## src/rtl/infinite_mem_traffic_gen_if.sv

```systemverilog
// Request/return bus between the traffic generator and an infinite-memory model.
// The op package lives here so both the interface and the generator can see it.
package infinite_mem_traffic_gen_pkg;
  typedef enum logic [1:0] {
    e_remote_load    = 2'd0,
    e_remote_store   = 2'd1,
    e_remote_amoswap = 2'd2,
    e_remote_amoor   = 2'd3
  } bsg_manycore_packet_op_e;
endpackage

interface infinite_mem_traffic_gen_if #(
  parameter int data_width_p   = 32,
  parameter int addr_width_p   = 28,
  parameter int x_cord_width_p = 7,
  parameter int y_cord_width_p = 7
);
  import infinite_mem_traffic_gen_pkg::*;

  logic                          packet_v_o;
  logic                          packet_ready_i;
  bsg_manycore_packet_op_e       packet_op_o;
  logic [addr_width_p-1:0]       packet_addr_o;
  logic [data_width_p-1:0]       packet_data_o;
  logic [x_cord_width_p-1:0]     packet_dst_x_o;
  logic [y_cord_width_p-1:0]     packet_dst_y_o;
  logic [x_cord_width_p-1:0]     packet_src_x_o;
  logic [y_cord_width_p-1:0]     packet_src_y_o;
  logic                          return_v_i;
  logic                          return_yumi_o;

  modport master (
    output packet_v_o, packet_op_o, packet_addr_o,
    output packet_data_o, packet_dst_x_o, packet_dst_y_o,
    output packet_src_x_o, packet_src_y_o, return_yumi_o,
    input  packet_ready_i, return_v_i
  );

  modport slave (
    input  packet_v_o, packet_op_o, packet_addr_o,
    input  packet_data_o, packet_dst_x_o, packet_dst_y_o,
    input  packet_src_x_o, packet_src_y_o, return_yumi_o,
    output packet_ready_i, return_v_i
  );
endinterface

```

## src/rtl/infinite_mem_traffic_gen.sv

```systemverilog
// Credit-limited request stream generator for infinite-memory models.
// Issues num_req packets, drains the returns, then reports done.
module infinite_mem_traffic_gen
  import infinite_mem_traffic_gen_pkg::*;
#(
  parameter int data_width_p   = 32,
  parameter int addr_width_p   = 28,
  parameter int x_cord_width_p = 7,
  parameter int y_cord_width_p = 7,
  parameter int max_out_p      = 8,
  parameter int count_width_p  = 16,
  localparam int out_w_lp      = $clog2(max_out_p+1)
) (
  input  logic                      clk_i,
  input  logic                      reset_n_i,
  input  logic                      start_i,
  input  logic [count_width_p-1:0]  num_req_i,
  input  logic [addr_width_p-1:0]   base_addr_i,
  input  logic [addr_width_p-1:0]   stride_i,
  input  logic [1:0]                op_mode_i,
  input  logic [x_cord_width_p-1:0] dest_x_i,
  input  logic [y_cord_width_p-1:0] dest_y_i,
  input  logic [x_cord_width_p-1:0] my_x_i,
  input  logic [y_cord_width_p-1:0] my_y_i,
  infinite_mem_traffic_gen_if.master pkt,
  output logic                      busy_o,
  output logic                      done_o,
  output logic [count_width_p-1:0]  issued_o,
  output logic [count_width_p-1:0]  returned_o,
  output logic [out_w_lp-1:0]       outstanding_o,
  output logic                      error_o
);

  localparam logic [1:0] S_IDLE  = 2'd0;
  localparam logic [1:0] S_ISSUE = 2'd1;
  localparam logic [1:0] S_DRAIN = 2'd2;
  localparam logic [1:0] S_DONE  = 2'd3;

  logic [1:0]                r_state;
  logic [count_width_p-1:0]  r_num_req;
  logic [addr_width_p-1:0]   r_addr;
  logic [addr_width_p-1:0]   r_stride;
  logic [1:0]                r_mode;
  logic [x_cord_width_p-1:0] r_dst_x;
  logic [y_cord_width_p-1:0] r_dst_y;
  logic [x_cord_width_p-1:0] r_src_x;
  logic [y_cord_width_p-1:0] r_src_y;
  logic [count_width_p-1:0]  r_issued;
  logic [count_width_p-1:0]  r_returned;
  logic [out_w_lp-1:0]       r_out;
  logic                      r_err;

  logic                      w_start;
  logic                      w_v;
  logic                      w_fire;
  logic                      w_yumi;
  logic                      w_last;
  logic [out_w_lp-1:0]       w_out_nxt;
  bsg_manycore_packet_op_e   w_op;

  assign w_start = start_i
                 & ((r_state == S_IDLE) | (r_state == S_DONE));
  assign w_v     = (r_state == S_ISSUE)
                 & (r_out < out_w_lp'(max_out_p));
  assign w_fire  = w_v & pkt.packet_ready_i;
  assign w_yumi  = pkt.return_v_i & (r_out != '0);
  assign w_last  = (r_issued + 1'b1) == r_num_req;

  // Simultaneous fire and yumi cancel, keeping a credit free at max-1.
  always_comb begin
    w_out_nxt = r_out;
    if (w_fire & ~w_yumi)
      w_out_nxt = r_out + 1'b1;
    else if (~w_fire & w_yumi)
      w_out_nxt = r_out - 1'b1;
  end

  always_comb begin
    w_op = e_remote_load;
    unique case (1'b1)
      (r_mode == 2'd0): w_op = e_remote_load;
      (r_mode == 2'd1): w_op = e_remote_store;
      (r_mode == 2'd2):
        w_op = r_issued[0] ? e_remote_load : e_remote_store;
      (r_mode == 2'd3):
        w_op = bsg_manycore_packet_op_e'(r_issued[1:0]);
      default: w_op = e_remote_load;
    endcase
  end

  always_ff @(posedge clk_i or negedge reset_n_i) begin
    if (!reset_n_i) begin
      r_state    <= S_IDLE;
      r_num_req  <= '0;
      r_addr     <= '0;
      r_stride   <= '0;
      r_mode     <= '0;
      r_dst_x    <= '0;
      r_dst_y    <= '0;
      r_src_x    <= '0;
      r_src_y    <= '0;
      r_issued   <= '0;
      r_returned <= '0;
      r_out      <= '0;
      r_err      <= 1'b0;
    end else begin
      r_out <= w_out_nxt;
      if (w_yumi)
        r_returned <= r_returned + 1'b1;
      if (pkt.return_v_i & (r_out == '0))
        r_err <= 1'b1;
      unique case (r_state)
        S_IDLE, S_DONE: begin
          if (w_start) begin
            r_num_req  <= num_req_i;
            r_addr     <= base_addr_i;
            r_stride   <= stride_i;
            r_mode     <= op_mode_i;
            r_dst_x    <= dest_x_i;
            r_dst_y    <= dest_y_i;
            r_src_x    <= my_x_i;
            r_src_y    <= my_y_i;
            r_issued   <= '0;
            r_returned <= '0;
            r_out      <= '0;
            r_err      <= 1'b0;
            r_state    <= (num_req_i == '0) ? S_DONE : S_ISSUE;
          end
        end
        S_ISSUE: begin
          if (w_fire) begin
            r_issued <= r_issued + 1'b1;
            r_addr   <= r_addr + r_stride;
            if (w_last)
              r_state <= S_DRAIN;
          end
        end
        S_DRAIN: begin
          if (w_out_nxt == '0)
            r_state <= S_DONE;
        end
        default: r_state <= S_IDLE;
      endcase
    end
  end

  assign pkt.packet_v_o     = w_v;
  assign pkt.packet_op_o    = w_op;
  assign pkt.packet_addr_o  = r_addr;
  assign pkt.packet_data_o  = data_width_p'(r_issued);
  assign pkt.packet_dst_x_o = r_dst_x;
  assign pkt.packet_dst_y_o = r_dst_y;
  assign pkt.packet_src_x_o = r_src_x;
  assign pkt.packet_src_y_o = r_src_y;
  assign pkt.return_yumi_o  = w_yumi;

  assign busy_o        = (r_state == S_ISSUE) | (r_state == S_DRAIN);
  assign done_o        = (r_state == S_DONE);
  assign issued_o      = r_issued;
  assign returned_o    = r_returned;
  assign outstanding_o = r_out;
  assign error_o       = r_err;

endmodule
```

## src/flat_wrapper.sv

```systemverilog
// flat-port wrapper written by rule: the top's interface ports become plain ports
module infinite_mem_traffic_gen_flat import infinite_mem_traffic_gen_pkg::*;
#(
  parameter int data_width_p   = 32,
  parameter int addr_width_p   = 28,
  parameter int x_cord_width_p = 7,
  parameter int y_cord_width_p = 7,
  parameter int max_out_p      = 8,
  parameter int count_width_p  = 16,
  localparam int out_w_lp      = $clog2(max_out_p+1)
)
  (clk_i, reset_n_i, start_i, num_req_i, base_addr_i, stride_i, op_mode_i, dest_x_i, dest_y_i, my_x_i, my_y_i, busy_o, done_o, issued_o, returned_o, outstanding_o, error_o, pkt_packet_v_o, pkt_packet_op_o, pkt_packet_addr_o, pkt_packet_data_o, pkt_packet_dst_x_o, pkt_packet_dst_y_o, pkt_packet_src_x_o, pkt_packet_src_y_o, pkt_return_yumi_o, pkt_packet_ready_i, pkt_return_v_i);
  infinite_mem_traffic_gen_if #(.data_width_p(data_width_p), .addr_width_p(addr_width_p), .x_cord_width_p(x_cord_width_p), .y_cord_width_p(y_cord_width_p)) pkt_i ();
  input  logic clk_i;
  input  logic reset_n_i;
  input  logic start_i;
  input  logic [count_width_p-1:0] num_req_i;
  input  logic [addr_width_p-1:0] base_addr_i;
  input  logic [addr_width_p-1:0] stride_i;
  input  logic [1:0] op_mode_i;
  input  logic [x_cord_width_p-1:0] dest_x_i;
  input  logic [y_cord_width_p-1:0] dest_y_i;
  input  logic [x_cord_width_p-1:0] my_x_i;
  input  logic [y_cord_width_p-1:0] my_y_i;
  output logic busy_o;
  output logic done_o;
  output logic [count_width_p-1:0] issued_o;
  output logic [count_width_p-1:0] returned_o;
  output logic [out_w_lp-1:0] outstanding_o;
  output logic error_o;
  output wire logic [$bits(pkt_i.packet_v_o)-1:0] pkt_packet_v_o;
  output wire logic [$bits(pkt_i.packet_op_o)-1:0] pkt_packet_op_o;
  output wire logic [$bits(pkt_i.packet_addr_o)-1:0] pkt_packet_addr_o;
  output wire logic [$bits(pkt_i.packet_data_o)-1:0] pkt_packet_data_o;
  output wire logic [$bits(pkt_i.packet_dst_x_o)-1:0] pkt_packet_dst_x_o;
  output wire logic [$bits(pkt_i.packet_dst_y_o)-1:0] pkt_packet_dst_y_o;
  output wire logic [$bits(pkt_i.packet_src_x_o)-1:0] pkt_packet_src_x_o;
  output wire logic [$bits(pkt_i.packet_src_y_o)-1:0] pkt_packet_src_y_o;
  output wire logic [$bits(pkt_i.return_yumi_o)-1:0] pkt_return_yumi_o;
  input wire logic [$bits(pkt_i.packet_ready_i)-1:0] pkt_packet_ready_i;
  input wire logic [$bits(pkt_i.return_v_i)-1:0] pkt_return_v_i;
  assign pkt_packet_v_o = pkt_i.packet_v_o;
  assign pkt_packet_op_o = pkt_i.packet_op_o;
  assign pkt_packet_addr_o = pkt_i.packet_addr_o;
  assign pkt_packet_data_o = pkt_i.packet_data_o;
  assign pkt_packet_dst_x_o = pkt_i.packet_dst_x_o;
  assign pkt_packet_dst_y_o = pkt_i.packet_dst_y_o;
  assign pkt_packet_src_x_o = pkt_i.packet_src_x_o;
  assign pkt_packet_src_y_o = pkt_i.packet_src_y_o;
  assign pkt_return_yumi_o = pkt_i.return_yumi_o;
  assign pkt_i.packet_ready_i = pkt_packet_ready_i;
  assign pkt_i.return_v_i = pkt_return_v_i;
  infinite_mem_traffic_gen #(.data_width_p(data_width_p), .addr_width_p(addr_width_p), .x_cord_width_p(x_cord_width_p), .y_cord_width_p(y_cord_width_p), .max_out_p(max_out_p), .count_width_p(count_width_p)) u_core (.clk_i(clk_i), .reset_n_i(reset_n_i), .start_i(start_i), .num_req_i(num_req_i), .base_addr_i(base_addr_i), .stride_i(stride_i), .op_mode_i(op_mode_i), .dest_x_i(dest_x_i), .dest_y_i(dest_y_i), .my_x_i(my_x_i), .my_y_i(my_y_i), .pkt(pkt_i), .busy_o(busy_o), .done_o(done_o), .issued_o(issued_o), .returned_o(returned_o), .outstanding_o(outstanding_o), .error_o(error_o));
endmodule
```

## config.mk

```make
export PLATFORM = sky130hd
export DESIGN_NAME = infinite_mem_traffic_gen_flat
export DESIGN_NICKNAME = d
export VERILOG_FILES = /design/src/rtl/infinite_mem_traffic_gen_if.sv /design/src/rtl/infinite_mem_traffic_gen.sv /design/src/flat_wrapper.sv
export SDC_FILE = /design/constraint.sdc
export NUM_CORES = 1
export LEC_CHECK = 0
export BUFFER_PORTS_ARGS = -buffer_cell sky130_fd_sc_hd__buf_2
export CAP_MARGIN = 0
export CORE_MARGIN = 2
export CORE_UTILIZATION = 48
export CTS_CLUSTER_DIAMETER = 80
export DETAILED_ROUTE_END_ITERATION = 6
export GPL_TIMING_DRIVEN = 0
export HOLD_SLACK_MARGIN = 0.05
export PLACE_DENSITY_LB_ADDON = 0.25
export SLEW_MARGIN = 20
export SYNTH_ARGS = -nofsm -noshare
export SYNTH_HDL_FRONTEND = slang
export SYNTH_SLANG_ARGS = --single-unit
```

## constraint.sdc

```tcl
create_clock -name clk_i -period 2.6 [get_ports clk_i]
set_input_delay 0.13 -clock clk_i [delete_from_list [all_inputs] [get_ports clk_i]]
set_output_delay 0.13 -clock clk_i [all_outputs]
set_load 0.1 [all_outputs]
```

# == Yosys cells after proc, flatten, opt, wreduce, memory -nomap -nowiden ==
# Index checks and enable logic that the tools add are counted.
# word_totals
register_bits,141
inputBits,107
output_inout_bits,131
wordCells,75
# op_classes
addsub,5
order_cmp,1
eq_ne,11
n_mux,24
bitwise,11
n_reduce_logical,10
# op_table
cell,n
$mux W16,5
$mux W28,2
$pmux W28 S2,1
$add A16 B1 Y16 const B,2
$pmux W16 S2,1
$add A28 B28 Y28,1
$eq A16 B16 Y1,1
$logic_not A16 Y1,1
$mux W4,4
$pmux W2 S3,2
$mux W2,5
$eq A2 B2 Y1 const B,4
$logic_not A4 Y1,2
$ne A2 B1 Y1 const B,4
$and A1 B1 Y1,7
$add A4 B1 Y4 const B,1
$eq A2 B1 Y1 const B,2
$lt A4 B4 Y1 const B,1
$mux W1,4
$reduce_and A4 Y1,1
$reduce_bool A4 Y1,1
$sub A4 B1 Y4 const B,1
$reduce_and A3 Y1,1
$logic_not A2 Y1,1
other kinds (5),7

# == Logic depth before layout (Yosys ltp) ==
# depth
ltp_word,10
ltp_mapped,12
mapped_depth_nobuf,12

# == Worst setup path after synthesis ==
# No wires, ideal clock.
# synth_path
path_kind,flip-flop to flip-flop
start,"reg u_core.r_out[3], in the netlist u_core.outstanding_o[3]"
end,reg u_core.r_state[1]
setup_ps,131
arrival_time_ps,3599
required_time_ps,2469
slack_ps,-1130
path_stages_with_launch,10
path_buffers,0
synth_period_minus_slack_ps,3730
cell_sequence,dfrtp_1 -> nor2b_1 -> nand2_1 -> nor2_1 -> nor2_1 -> nor2_1 -> a21oi_1 -> a31oi_1 -> a21oi_2 -> mux2i_1
# synth_between
elab_chain_cells,10
word_cells_on_any_way,17
classes_between,add/sub (2); order compare (1); eq/ne (2); mux (2); bitwise (7); reduce/logical (3)
# synth_rtl
item,line_no,rtl
"start, declared",infinite_mem_traffic_gen.sv:50,logic [out_w_lp-1:0] r_out;
"start signal, assigned",infinite_mem_traffic_gen.sv:107,r_out <= w_out_nxt;
$lt A4 B4 Y1 *,infinite_mem_traffic_gen.sv:64,& (r_out < out_w_lp'(max_out_p));
$and A1 B1 Y1 *,infinite_mem_traffic_gen.sv:64,
named net pkt_packet_v_o,flat_wrapper.sv:31,output wire logic [$bits(pkt_i.packet_v_o)-1:0] pkt_packet_v_o;
$and A1 B1 Y1 *,infinite_mem_traffic_gen.sv:65,assign w_fire = w_v & pkt.packet_ready_i;
$not A1 Y1,infinite_mem_traffic_gen.sv:74,else if (~w_fire & w_yumi)
$and A1 B1 Y1,infinite_mem_traffic_gen.sv:74,
$mux W4,infinite_mem_traffic_gen.sv:74,
$mux W4,infinite_mem_traffic_gen.sv:72,if (w_fire & ~w_yumi)
$logic_not A4 Y1,infinite_mem_traffic_gen.sv:139,if (w_out_nxt == '0)
$ne A2 B1 Y1 (no line),-,
$reduce_and A4 Y1 (no line) *,-,
"end signal, assigned",infinite_mem_traffic_gen.sv:127,r_state <= (num_req_i == '0) ? S_DONE : S_ISSUE;
"end, declared",infinite_mem_traffic_gen.sv:39,logic [1:0] r_state;
# The timed path passes the listed nets; every way through them passes the cells marked *.
# A chain may end at the register's enable or synchronous reset.

# == Worst setup path in the final report ==
# layout_path
start,"reg u_core.r_addr[0], in the netlist u_core.pkt.packet_addr_o[0]"
end,"reg u_core.r_addr[20], in the netlist u_core.pkt.packet_addr_o[20]"
# layout_between
elab_chain_cells,3
# layout_rtl
item,line_no,rtl
"start, declared",infinite_mem_traffic_gen.sv:41,logic [addr_width_p-1:0] r_addr;
"start signal, assigned",infinite_mem_traffic_gen.sv:116,r_addr <= base_addr_i;
"start signal, assigned",infinite_mem_traffic_gen.sv:133,r_addr <= r_addr + r_stride;
$add A28 B28 Y28,infinite_mem_traffic_gen.sv:133,
$mux W28,infinite_mem_traffic_gen.sv:131,if (w_fire) begin
$pmux W28 S2,infinite_mem_traffic_gen.sv:112,unique case (r_state)
# No other way between the ends. The select of a mux whose other input is x is not followed.

==> flow_metrics.env <==
export IMPL_status="complete, but fails checks"
export IMPL_violations="negative setup slack"
export IMPL_seqCellArea_um2=3620
export IMPL_grt_max_degree=73
export IMPL_die_w_um=134
export IMPL_core_um2=16600
export IMPL_multi_input_area_um2=4540
export IMPL_reg2regPathDepth=12
export IMPL_yosys_warnings=0
export IMPL_synth_yosys_seq_area_share=0.433
export IMPL_place_congestion=0.837
export IMPL_critPathCaptureType="register"
export IMPL_row_count=47
export IMPL_grt_usage=0.284
export IMPL_synth_avg_cell_area_um2=8.60
export IMPL_timing_slew_headroom=0.337
export IMPL_worstSetupPathType="register to register"
export IMPL_clk_pin_slew_ps=60
export IMPL_syn_inst=948
export IMPL_grt_pass1_vias=7899
export IMPL_cts_sinks=141
export IMPL_whs_path_depth=4
export IMPL_grt_pass1_wl_um=40200
export IMPL_vias=8162
export IMPL_rsz0062_at_grt="yes"
export IMPL_hpwl_um=17000
export IMPL_synth_edf_count=0
export IMPL_clockBufferDepth=2
export IMPL_setup_viol=3
export IMPL_critPathRequiredTime_ps=2960
export IMPL_io_buffer_count=221
export IMPL_clock_fmax_mhz=372
export IMPL_die_area_um2=18000
export IMPL_num_antenna_cells=0
export IMPL_numCtsBuffers=17
export IMPL_synthArstFlopShare=1.00
export IMPL_tightest_slew_ps=995
export IMPL_hold_viol=0
export IMPL_drc_errors=0
export IMPL_viasPerCell=5.26
export IMPL_hp_class="input port to register"
export IMPL_drtAntennaViolNets=0
export IMPL_cts_root_buf="clkbuf_16"
export IMPL_synthesis_area_um2=8150
export IMPL_die_y_um=134
export IMPL_h_tree_depth=4
export IMPL_yosysUniqueCellTypes=62
export IMPL_post_place_cells=1405
export IMPL_clock_skew_ps=10.4
export IMPL_synth_seq_cells=141
export IMPL_ys_flop_type="dfrtp_1"
export IMPL_grt_overflow=0
export IMPL_fillers=1264
export IMPL_clkLatencyLatePin_ps=430
export IMPL_fin_crit_ps=2690
export IMPL_start_kind="register"
export IMPL_period_share=1.04
export IMPL_maxCapViolations=0
export IMPL_layout_drive_gt1_share=0.324
export IMPL_drtPass1Iterations=6
export IMPL_wirelength_um=26000
export IMPL_wl_per_cell_um=16.7
export IMPL_drt_initial_drc_count=538
export IMPL_antenna_found_initial=0
export IMPL_arrival_ps=3050
export IMPL_nets=1462
export IMPL_pin_count=238
export IMPL_initial_core_util=0.491
export IMPL_areaGrowthSynthToFinish_pct=45.9
export IMPL_final_cells=1553
export IMPL_crit_fanout=2
export IMPL_worst_slack_ps=-91.8
export IMPL_cts_tree="yes"
export IMPL_slew_viol_final=0
-- registers in the layout, indices dropped and copies added (netlist names) --
signal / count
u_core.r_stride: 28
u_core.pkt.packet_addr_o: 28
u_core.r_num_req: 16
u_core.pkt.packet_dst_x_o: 7
u_core.pkt.packet_src_y_o: 7
u_core.r_mode: 2
u_core.outstanding_o: 4
u_core.r_state: 2
u_core.returned_o: 16
u_core.issued_o: 16
u_core.pkt.packet_dst_y_o: 7
u_core.error_o: 1
u_core.pkt.packet_src_x_o: 7
-- worst paths after layout --
check	from	end	slack, ps
worst max-delay path	u_core.pkt.packet_addr_o[0]$_DFFE_PN0P_	u_core.pkt.packet_addr_o[20]$_DFFE_PN0P_	-90
worst min-delay path	base_addr_i[23]	u_core.pkt.packet_addr_o[23]$_DFFE_PN0P_	110
worst max register to register	u_core.pkt.packet_addr_o[0]$_DFFE_PN0P_	u_core.pkt.packet_addr_o[20]$_DFFE_PN0P_	-90
worst min register to register	u_core.pkt.packet_src_y_o[0]$_DFFE_PN0P_	u_core.pkt.packet_src_y_o[0]$_DFFE_PN0P_	470
max in group asynchronous	reset_n_i	u_core.pkt.packet_addr_o[20]$_DFFE_PN0P_	1550
min in group asynchronous	reset_n_i	u_core.pkt.packet_src_x_o[6]$_DFFE_PN0P_	260
-- Yosys cell counts, drive strengths merged (9+ instances only) --
| library cell | instances | area share |
|---|---|---|
| a21o | 13 | 0.012 |
| a21oi | 42 | 0.026 |
| and3 | 10 | 0.0080 |
| buf | 43 | 0.039 |
| clkbuf | 30 | 0.014 |
| dfrtp | 141 | 0.43 |
| ha | 34 | 0.052 |
| inv | 16 | 0.0074 |
| mux2i | 23 | 0.028 |
| nand2 | 277 | 0.13 |
| nand3 | 24 | 0.016 |
| nand4 | 9 | 0.0088 |
| nor2 | 54 | 0.025 |
| nor3 | 16 | 0.0098 |
| o21ai | 54 | 0.033 |
| xnor2 | 34 | 0.037 |
| xor2 | 25 | 0.027 |
-- layout make-up --
class                           instances  share of cell area
Buffer                                 73              0.0383
Clock inverter                         13              0.0179
Inverter                               18             0.00642
Tap cell                              220              0.0231
Timing Repair Buffer                  339               0.190
Multi-Input combinational cell        730               0.382
Sequential cell                       141               0.304
Clock buffer                           19              0.0372
-- cells by family (layout without fill, tap and decap cells) --
| kind of cell | after synthesis | in the layout | synth area share |
|---|---|---|---|
| xor+xnor | 59 | 59 | 0.0634 |
| mux | 25 | 25 | 0.0310 |
| other cells | 1 | 16 | 0.000460 |
| fa+ha+maj | 35 | 35 | 0.0547 |
| buf+inv | 92 | 462 | 0.0622 |
| compound gates | 166 | 166 | 0.127 |
| flops | 141 | 141 | 0.433 |
| simple gates | 429 | 429 | 0.228 |
-- worst max-delay path, cell delays in order (launching register included) --
cell and delay (ps):
dfrtp_4 490, ha_4 180, inv_2 60, fa_2 230, nor2b_4 60, o2111ai_4 200, a21boi_2 90, o211a_1 260
or2_4 260, a21o_1 200, a31oi_1 180, mux2_2 360, nand2_1 50
-- per-stage QoR --
step | setup TNS (ps) | hold WS, ps | utilization | setup WS, ps | area [um^2]
6_report | -203 | 109 | 0.717 | -91.8 | 11900
5_1_grt | -1150 | 114 | 0.717 | -219 | 11900
4_1_cts | -100 | 95.2 | 0.705 | -39.0 | 11700
3_5_place_dp | -8910 | 127 | 0.593 | -377 | 9840
3_3_place_gp | -114260 | 319 | 0.591 | -1160 | 9800
2_1_floorplan | -269 | -166 | - | -103 | 8420
-- metal layers --
metal,vias to the layer above,share of wire,track usage
met4,0,0.029,0.119
li1,3900,-,-
met2,330,0.49,0.469
met3,58,0.058,0.0544
met5,-,0,0
met1,3874,0.43,0.367
-- timing repair --
action / CTS / global route
pin swaps: 20 / 17
buffers inserted: 11 / 9
setup endpoints to repair: 53 / 21
gates resized for setup: 29 / 34
endpoints found under the hold margin: 165 / 0
hold buffers: 97 / 0
-- placed cells by master, fill, tap and decap left out, types with 25 or more instances in the layout --
| cell | Yosys | final |
|---|---|---|
| a21oi_1 | 41 | 34 |
| buf_2 | 0 | 222 |
| buf_4 | 35 | 55 |
| dfrtp_1 | 141 | 101 |
| dlygate4sd3_1 | 0 | 97 |
| nand2_1 | 277 | 276 |
| nor2_1 | 54 | 51 |
| o21ai_0 | 54 | 47 |
| xnor2_1 | 34 | 32 |
| xor2_1 | 25 | 25 |
Power is not shown: default switching activity piles up to over one toggle a cycle in this logic, so the estimate is an artifact.
